**config.mk**
```make
export PLATFORM = sky130hd
export DESIGN_NAME = wav_sel_ctrl
export DESIGN_NICKNAME = d
export VERILOG_FILES = /design/src/rtl/wav_sel_ctrl.sv
export SDC_FILE = /design/constraint.sdc
export NUM_CORES = 1
export LEC_CHECK = 0
export BUFFER_PORTS_ARGS = -buffer_cell sky130_fd_sc_hd__buf_2
export CAP_MARGIN = 0
export CORE_MARGIN = 2
export CORE_UTILIZATION = 25
export CTS_BUF_LIST = sky130_fd_sc_hd__clkbuf_4 sky130_fd_sc_hd__clkbuf_8
export DETAILED_ROUTE_END_ITERATION = 6
export HOLD_SLACK_MARGIN = 0.06
export SLEW_MARGIN = 40
export SYNTH_ARGS = -nofsm -noshare
export SYNTH_HDL_FRONTEND = slang
export SYNTH_SLANG_ARGS = --single-unit
```
**constraint.sdc**
```tcl
create_clock -name clk -period 3.8 [get_ports clk]
set_clock_uncertainty 0.15 [all_clocks]
set_input_delay 0.76 -clock clk [delete_from_list [all_inputs] [get_ports clk]]
set_output_delay 0.76 -clock clk [all_outputs]
set_load 0.01 [all_outputs]
```
**src/rtl/wav_sel_ctrl.sv**
```systemverilog
// Waveform selector: debounced "next" button, queued presses, and click-free
// switching at the next upward midscale crossing, or after a tick timeout.
module wav_sel_ctrl #(
  parameter int DEBOUNCE_CYCLES = 500000,
  parameter int DB_W            = 20,
  parameter int ZC_TIMEOUT      = 255
) (
  input  logic       clk,
  input  logic       rst,
  input  logic       btn_inc,
  input  logic       sample_tick,
  input  logic [7:0] sine_in,
  input  logic [7:0] triangle_in,
  input  logic [7:0] square_in,
  output logic [7:0] wav,
  output logic [1:0] sel,
  output logic       busy,
  output logic [1:0] pending
);

  localparam logic [7:0]      MID     = 8'd128;
  localparam logic [DB_W-1:0] DB_LAST = DB_W'(DEBOUNCE_CYCLES - 1);
  localparam logic [7:0]      TO_LAST = 8'(ZC_TIMEOUT - 1);

  typedef enum logic {IDLE, ARMED} state_t;

  state_t          state_q, state_d;
  logic            sync1_q, sync2_q;
  logic            db_level_q, db_level_d;
  logic [DB_W-1:0] db_cnt_q, db_cnt_d;
  logic [1:0]      pending_q, pending_d;
  logic [1:0]      sel_q, sel_d;
  logic [7:0]      wav_q, wav_d;
  logic [7:0]      prev_q, prev_d;
  logic [7:0]      to_cnt_q, to_cnt_d;
  logic            press, done;
  logic [7:0]      cur, nxt_smp;

  always_ff @(posedge clk) begin
    if (rst) begin
      sync1_q    <= 1'b0;
      sync2_q    <= 1'b0;
      db_level_q <= 1'b0;
      db_cnt_q   <= '0;
      state_q    <= IDLE;
      pending_q  <= 2'd0;
      sel_q      <= 2'd0;
      wav_q      <= MID;
      prev_q     <= MID;
      to_cnt_q   <= 8'd0;
    end else begin
      sync1_q    <= btn_inc;
      sync2_q    <= sync1_q;
      db_level_q <= db_level_d;
      db_cnt_q   <= db_cnt_d;
      state_q    <= state_d;
      pending_q  <= pending_d;
      sel_q      <= sel_d;
      wav_q      <= wav_d;
      prev_q     <= prev_d;
      to_cnt_q   <= to_cnt_d;
    end
  end

  // Debouncer; press fires on the same edge the level rises.
  always_comb begin
    db_level_d = db_level_q;
    db_cnt_d   = '0;
    press      = 1'b0;
    if (sync2_q != db_level_q) begin
      if (db_cnt_q == DB_LAST) begin
        db_level_d = ~db_level_q;
        press      = ~db_level_q;
      end else begin
        db_cnt_d = db_cnt_q + 1'b1;
      end
    end
  end

  always_comb begin
    case (sel_q)
      2'd1:    cur = triangle_in;
      2'd2:    cur = square_in;
      default: cur = sine_in;
    endcase
    case (sel_d)
      2'd1:    nxt_smp = triangle_in;
      2'd2:    nxt_smp = square_in;
      default: nxt_smp = sine_in;
    endcase
  end

  always_comb begin
    state_d  = state_q;
    sel_d    = sel_q;
    wav_d    = wav_q;
    prev_d   = prev_q;
    to_cnt_d = to_cnt_q;
    done     = 1'b0;
    case (state_q)
      IDLE: begin
        if (pending_q != 2'd0) begin
          state_d  = ARMED;
          to_cnt_d = 8'd0;
        end
      end
      ARMED: begin
        if (sample_tick) begin
          if (((prev_q < MID) && (cur >= MID)) || (to_cnt_q == TO_LAST)) begin
            done     = 1'b1;
            sel_d    = (sel_q == 2'd2) ? 2'd0 : sel_q + 2'd1;
            to_cnt_d = 8'd0;
            state_d  = (pending_q != 2'd1) ? ARMED : IDLE;
          end else begin
            to_cnt_d = to_cnt_q + 8'd1;
          end
        end
      end
      default: state_d = IDLE;
    endcase
    // On a switching tick the new waveform's sample goes straight out.
    if (sample_tick) begin
      wav_d  = done ? nxt_smp : cur;
      prev_d = wav_d;
    end
  end

  // A press coinciding with a completion stays queued for its own switch.
  always_comb begin
    pending_d = pending_q;
    if (press && !done && pending_q != 2'd3) pending_d = pending_q + 2'd1;
    else if (done && !press)                 pending_d = pending_q - 2'd1;
  end

  assign wav     = wav_q;
  assign sel     = sel_q;
  assign pending = pending_q;
  assign busy    = (state_q == ARMED) || (pending_q != 2'd0);

endmodule
```
# After elaboration in Yosys (flattened, before gate mapping)

Cells that the tools add are included.

Flip-flop bits (word level): 44
Bits in latches: 0
Memory bits (writable): 0
ROM bits: 0
Input bits: 28
Output and inout port bits: 13
Memories: 0

$add $sub $neg: 5
Multiply operators: 0
Divide/modulo/power cells: 0
Order comparisons: 2
Eq/ne operators: 11
Shift operators: 0
Muxes and demuxes: 23
Bitwise operators: 3
Reductions and logical operators: 13

Operator list:

| operator                                                 | count |
|---|---|
| case mux 8 bit (2 select lines)                          | 3 |
| two-way mux 8 bit                                        | 4 |
| adder 20 x 1 -> 20 bit, second input constant            | 1 |
| == test 20 x 19 -> 1 bit, second input constant          | 1 |
| two-way mux 2 bit                                        | 6 |
| two-way mux 1 bit                                        | 9 |
| adder 8 x 1 -> 8 bit, second input constant              | 1 |
| == test 8 bit, second input constant                     | 1 |
| greater-or-equal comparator 8 bit, second input constant | 1 |
| < comparator 8 bit, second input constant                | 1 |
| inequality test 2 bit, second input constant             | 3 |
| adder 2 x 1 -> 2 bit, second input constant              | 2 |
| == test 2 x 1 -> 1 bit, second input constant            | 2 |
| == test 2 bit, second input constant                     | 2 |
| logical AND 1 bit                                        | 4 |
| AND reduction 2 bit                                      | 2 |
| nonzero test 2 bit                                       | 2 |
| inverter 1 bit                                           | 3 |
| OR reduction 3 bit                                       | 1 |
| logical NOT 1 bit                                        | 2 |
| logical OR 1 bit                                         | 2 |
| inequality test 2 x 1 -> 1 bit, second input constant    | 1 |
| case mux 1 bit (2 select lines)                          | 1 |
| subtractor 2 x 1 -> 2 bit, second input constant         | 1 |
| inequality test 1 bit                                    | 1 |

# Longest topological paths before layout

Depth in word-level cells: 12
Mapped depth: 15
Depth with buffers taken out: 12

# Worst setup path before layout

OpenSTA, ideal clock, no wires.

Path kind: reg2reg
From: register sel_q[0], in the netlist sel[0]
To: register prev_q[7]
Library setup time: 0.121 ns
Data arrival time: 3.049 ns
Path slack: 0.480 ns
Cell stages (with the launch flop): 15
Cells stage by stage: dfxtp_1 inv_1 ha_1 buf_4 nor2_1 a2111o_1 nand2_2 buf_6 mux2i_1 inv_1 ha_1 clkbuf_1 o21ai_0 a221oi_1 nand2_1

Longest elaborated chain between the ends: 11
Elaborated cells on any way between the ends: 18

RTL lines:

| what                                                           | RTL line | RTL |
|---|---|---|
| from (decl)                                                    | 32       | `logic [1:0] sel_q, sel_d;` |
| from (signal assigned)                                         | 58       | `sel_q <= sel_d;` |
| == test 2 bit / == test 2 x 1 -> 1 bit (equally long branches) | 81, 111  |  |
| case mux 8 bit (2 select lines)                                | 81       | `case (sel_q)` |
| greater-or-equal comparator 8 bit                              | 109      | `if (((prev_q < MID) && (cur >= MID)) \|\| (to_cnt_q == TO_LAST)) begin` |
| logical AND 1 bit                                              | 109      |  |
| logical OR 1 bit                                               | 109      |  |
| two-way mux 2 bit                                              | 109      |  |
| two-way mux 2 bit                                              | 108      | `if (sample_tick) begin` |
| two-way mux 2 bit (*)                                          | 100      | `case (state_q)` |
| via sel_d[0]                                                   | 32       |  |
| == test 2 bit / == test 2 x 1 -> 1 bit (equally long branches) | 86       | `case (sel_d)` |
| case mux 8 bit (2 select lines) (*)                            | 86       |  |
| two-way mux 8 bit (*)                                          | 123      | `wav_d = done ? nxt_smp : cur;` |
| to (signal assigned)                                           | 60       | `prev_q <= prev_d;` |
| to (decl)                                                      | 34       | `logic [7:0] prev_q, prev_d;` |

Mark *: on every way through the listed nets, which the timed path passes. The rest lies on a longest branch.
A chain may end at the register's enable or synchronous reset.

# Final worst setup path

From: register sel_q[1], in the netlist sel[1]
To: register prev_q[7]

Longest elaborated chain between the ends: 11
Elaborated cells on any way between the ends: 18

RTL lines:

| what                                                           | RTL line |
|---|---|
| == test 2 bit / == test 2 x 1 -> 1 bit (equally long branches) | 81, 111 |
| case mux 8 bit (2 select lines)                                | 81 |
| greater-or-equal comparator 8 bit                              | 109 |
| logical AND 1 bit                                              | 109 |
| logical OR 1 bit                                               | 109 |
| two-way mux 2 bit (*)                                          | 109 |
| two-way mux 2 bit (*)                                          | 108 |
| two-way mux 2 bit (*)                                          | 100 |
| via sel_d[0]                                                   | 32 |
| == test 2 bit / == test 2 x 1 -> 1 bit (equally long branches) | 86 |
| case mux 8 bit (2 select lines) (*)                            | 86 |
| two-way mux 8 bit (*)                                          | 123 |

Marked as above.

==> flow_metrics.py <==
metrics = {
    "floorplan": {
        "boundaryPins": 41,
        "initial_core_util_pct": 25.3,
        "core_area_um2": 10100,
        "floorplan.die_area_um2": 11100,
        "die_h_um": 105,
        "fp.dieW_um": 105,
        "rows": 37,
    },
    "hold_path": {
        "min_path_cells": 1,
        "hold_end": "sync2_q",
        "min_path_type": "register to register",
        "hold_start": "sync1_q",
    },
    "clocking": {
        "post-cts-setup-buffers": 0,
        "htree_levels": 2,
        "clk_path_buf_depth": 2,
        "root_buffer": "clkbuf_8",
        "cts_made_buffers": 5,
        "cts_resized": 0,
        "cts_tree": "yes",
        "worstSkewPairLatency_ns": 0.30,
        "clkTransAtPathRegs_ns": 0.09,
        "cts_sinks": 44,
        "postCtsHoldBufs": 0,
    },
    "power_and_ir_drop": {
        "p_clk_share_pct": 34.2,
        "power_leakage_nw": 1.08,
        "p_seq_share_pct": 49.0,
        "comb_power_share_pct": 16.7,
        "netSwitchingPower_uw": 275,
        "internal-power_uw": 731,
        "power_density_nw_per_um2": 340,
        "sw_frac_of_total_pct": 27.3,
        "ir_drop_v": 0.000122,
    },
    "timing": {
        "setup_violations": 0,
        "finalCritPeriodShare_pct": 87.6,
        "max_slew.worst_pin.slew_ns": 0.532,
        "rsz0062_at_grt": "no",
        "fmax_ghz": 0.300,
        "holdWs_ns": 0.309,
        "setup_tns_ns": 0,
        "slew_headroom_pct": 64.6,
        "drv_slew": 0,
        "period_needed_ns": 3.33,
        "finalHoldViolCount": 0,
    },
    "logic_synthesis": {
        "yosys.cell_types.count": 49,
        "ys_seq_area_share_pct": 34.3,
        "synth_most_common_cell": "dfxtp_1",
        "synthTopCellsByCount": "dfxtp_1 (44), nor2_1 (33), nand2_1 (29), a22oi_1 (19), nand3_1 (15)",
        "syn_inst": 298,
        "synth.avg_cell_area_um2": 8.62,
        "synth_fp_nets": 338,
        "synthesis.area_um2": 2570,
        "synth_top_area_share_pct": 34.3,
        "synth_top_cell_by_area": "dfxtp_1",
        "synth-main-ff-cell": "dfxtp_1",
        "synth_seq_cells": 44,
        "synth_edf_count": 0,
        "ys_top_cells_by_area": "dfxtp_1 (34%), ha_1 (5.8%), a22oi_1 (5.6%)",
        "ys_warn_count": 0,
        "synthArstFlopShare_pct": 0,
    },
    "critical_path": {
        "worst_setup_path_end_kind": "register",
        "critical-path-max-stage-delay_ns": 0.54,
        "r2r_start": "sel[1]",
        "arrival_ns": 3.37,
        "startpoint": "sel[1]",
        "crit_chain": "inv_1, ha_1, a22oi_4, a2111o_1, nand2_2, mux2i_1, inv_1, ha_1, o21ai_0, a221oi_1, nand2_1",
        "critPathLaunchType": "register",
        "worstReg2RegEnd": "prev_q[7]",
        "critPathTopFamily": "compound AO/OA/AOI/OAI gates",
        "worst_path_max_delay_cell": "ha_1",
        "crit_required_ns": 3.84,
        "reg2reg_slack_ns": 0.47,
        "crit_buf_inv": 2,
        "crit_fanout": 16,
        "critPathKind": "register to register",
        "rr_worst_depth": 11,
    },
    "global_route": {
        "antenna_found_initial": 0,
        "grt_util_all_layers_pct": 11.1,
        "grt_pass1_vias": 2271,
        "grt_max_degree": 27,
        "grt.overflow.total": 0,
        "grt_pass1_wl_mm": 10.4,
    },
    "cells_and_area": {
        "final_layout_size_suffix_gt1_share_pct": 21.8,
        "diodes": 0,
        "area_growth_pct": 15.0,
        "fin_nets": 372,
    },
    "detailed_routing": {
        "antenna_left": 0,
        "vias_per_cell": 4.73,
        "vias": 2211,
        "drtIter0Drc": 106,
        "wl_per_cell_um": 12.5,
        "wirelength_mm": 5.82,
        "firstDrtPassIters": 4,
        "drc_errors": 0,
    },
    "run_status": {
        "status": "completed",
    },
    "placement": {
        "port_buffers": 40,
        "post-dp-hpwl_mm": 4.38,
        "place.gp.congestion": 0.759,
    },
    "flow_run": {
        "cap_violations": 0,
    },
}
[worst register-to-register path: stages, from the launching register on]
cell and delay [ns]:
dfxtp_1 0.35, inv_1 0.11, ha_1 0.39, a22oi_4 0.15
a2111o_1 0.50, nand2_2 0.12, mux2i_1 0.35, inv_1 0.08
ha_1 0.54, o21ai_0 0.16, a221oi_1 0.27, nand2_1 0.08
[per-layer routing]
metal / share of wire (%) / global-route usage (%) / up-vias
met5: 0 / 0 / -
met4: 1.1 / 2.76 / 0
met3: 3.6 / 2.60 / 5
met2: 46 / 18.4 / 36
met1: 49 / 14.6 / 1025
li1: - / - / 1145
[through the flow]
stage	util [%]	area [um2]	instances	total power [mW]	worst slack [ns]
6_report	29.2	2960	467	1.01	0.470
5_1_grt	29.2	2960	467	1.06	0.204
4_1_cts	29.2	2960	467	1.02	0.448
3_5_place_dp	28.2	2860	461	0.674	0.463
3_3_place_gp	28.2	2860	461	0.671	0.553
2_1_floorplan	-	2570	298	0.609	0.480
[cell type report]
class / instances / area, um2
clock inverters: 1 / 30.0
well taps: 136 / 170
flip-flops and latches: 44 / 881
inverters: 12 / 45.0
clock buffers: 5 / 68.8
fillers: 1091 / 7180
repair buffers: 43 / 223
multi-input cells: 226 / 1540
[cells by family after synthesis]
logic type | synth area share, %
adder cells (fa/ha/maj) | 5.84
buffers and inverters | 5.84
flip-flops | 34.3
AO/OA/AOI/OAI | 20.2
XOR/XNOR | 6.48
AND/OR/NAND/NOR | 25.4
multiplexers | 2.00
[cell usage in the layout, fill, tap and decap left out, drive strengths merged, types with 2 or more instances in the layout]
cell	synthesis	final
dfxtp	44	44
buf	7	43
nor2	35	35
nand2	33	33
a22oi	20	20
nand3	15	15
inv	12	12
ha	12	12
o21ai	12	12
xor2	11	11
a21oi	10	10
xnor2	8	8
a311oi	8	8
nor3	6	6
and3	6	6
nand4	5	5
clkbuf	9	5
and4	5	5
mux2i	4	4
nor2b	4	4
o2111ai	4	4
nor4	4	4
o211ai	4	4
or3	2	2
a221oi	2	2
a31oi	2	2
and2	2	2
a211oi	2	2
and4b	2	2
nor4b	2	2
[worst max-delay path by stage]
stage	endpoint	slack [ns]	cells past startpoint
after CTS	prev_q[7]	0.45	11
after global routing	prev_q[0]	0.20	12
final	prev_q[7]	0.47	11
after floorplan	prev_q[7]	0.48	14
after detailed placement	prev_q[7]	0.46	11
after global placement	prev_q[7]	0.55	10
[sequential cells by signal (all words and copies together) (netlist names)]
signal	cells
db_cnt_q	20
prev_q	8
to_cnt_q	8
pending	2
sel	2
db_level_q	1
state_q	1
sync1_q	1
sync2_q	1
[power by group through the flow]
| stage | logic (mW) | clock network [mW] | registers, mW |
|---|---|---|---|
| 6_report | 0.168 | 0.345 | 0.494 |
| 5_1_grt | 0.191 | 0.372 | 0.497 |
| 4_1_cts | 0.170 | 0.353 | 0.493 |
| 3_5_place_dp | 0.169 | 0 | 0.504 |
| 3_3_place_gp | 0.168 | 0 | 0.504 |
| 2_1_floorplan | 0.103 | 0 | 0.506 |
Power figures use the tool's default switching activity.
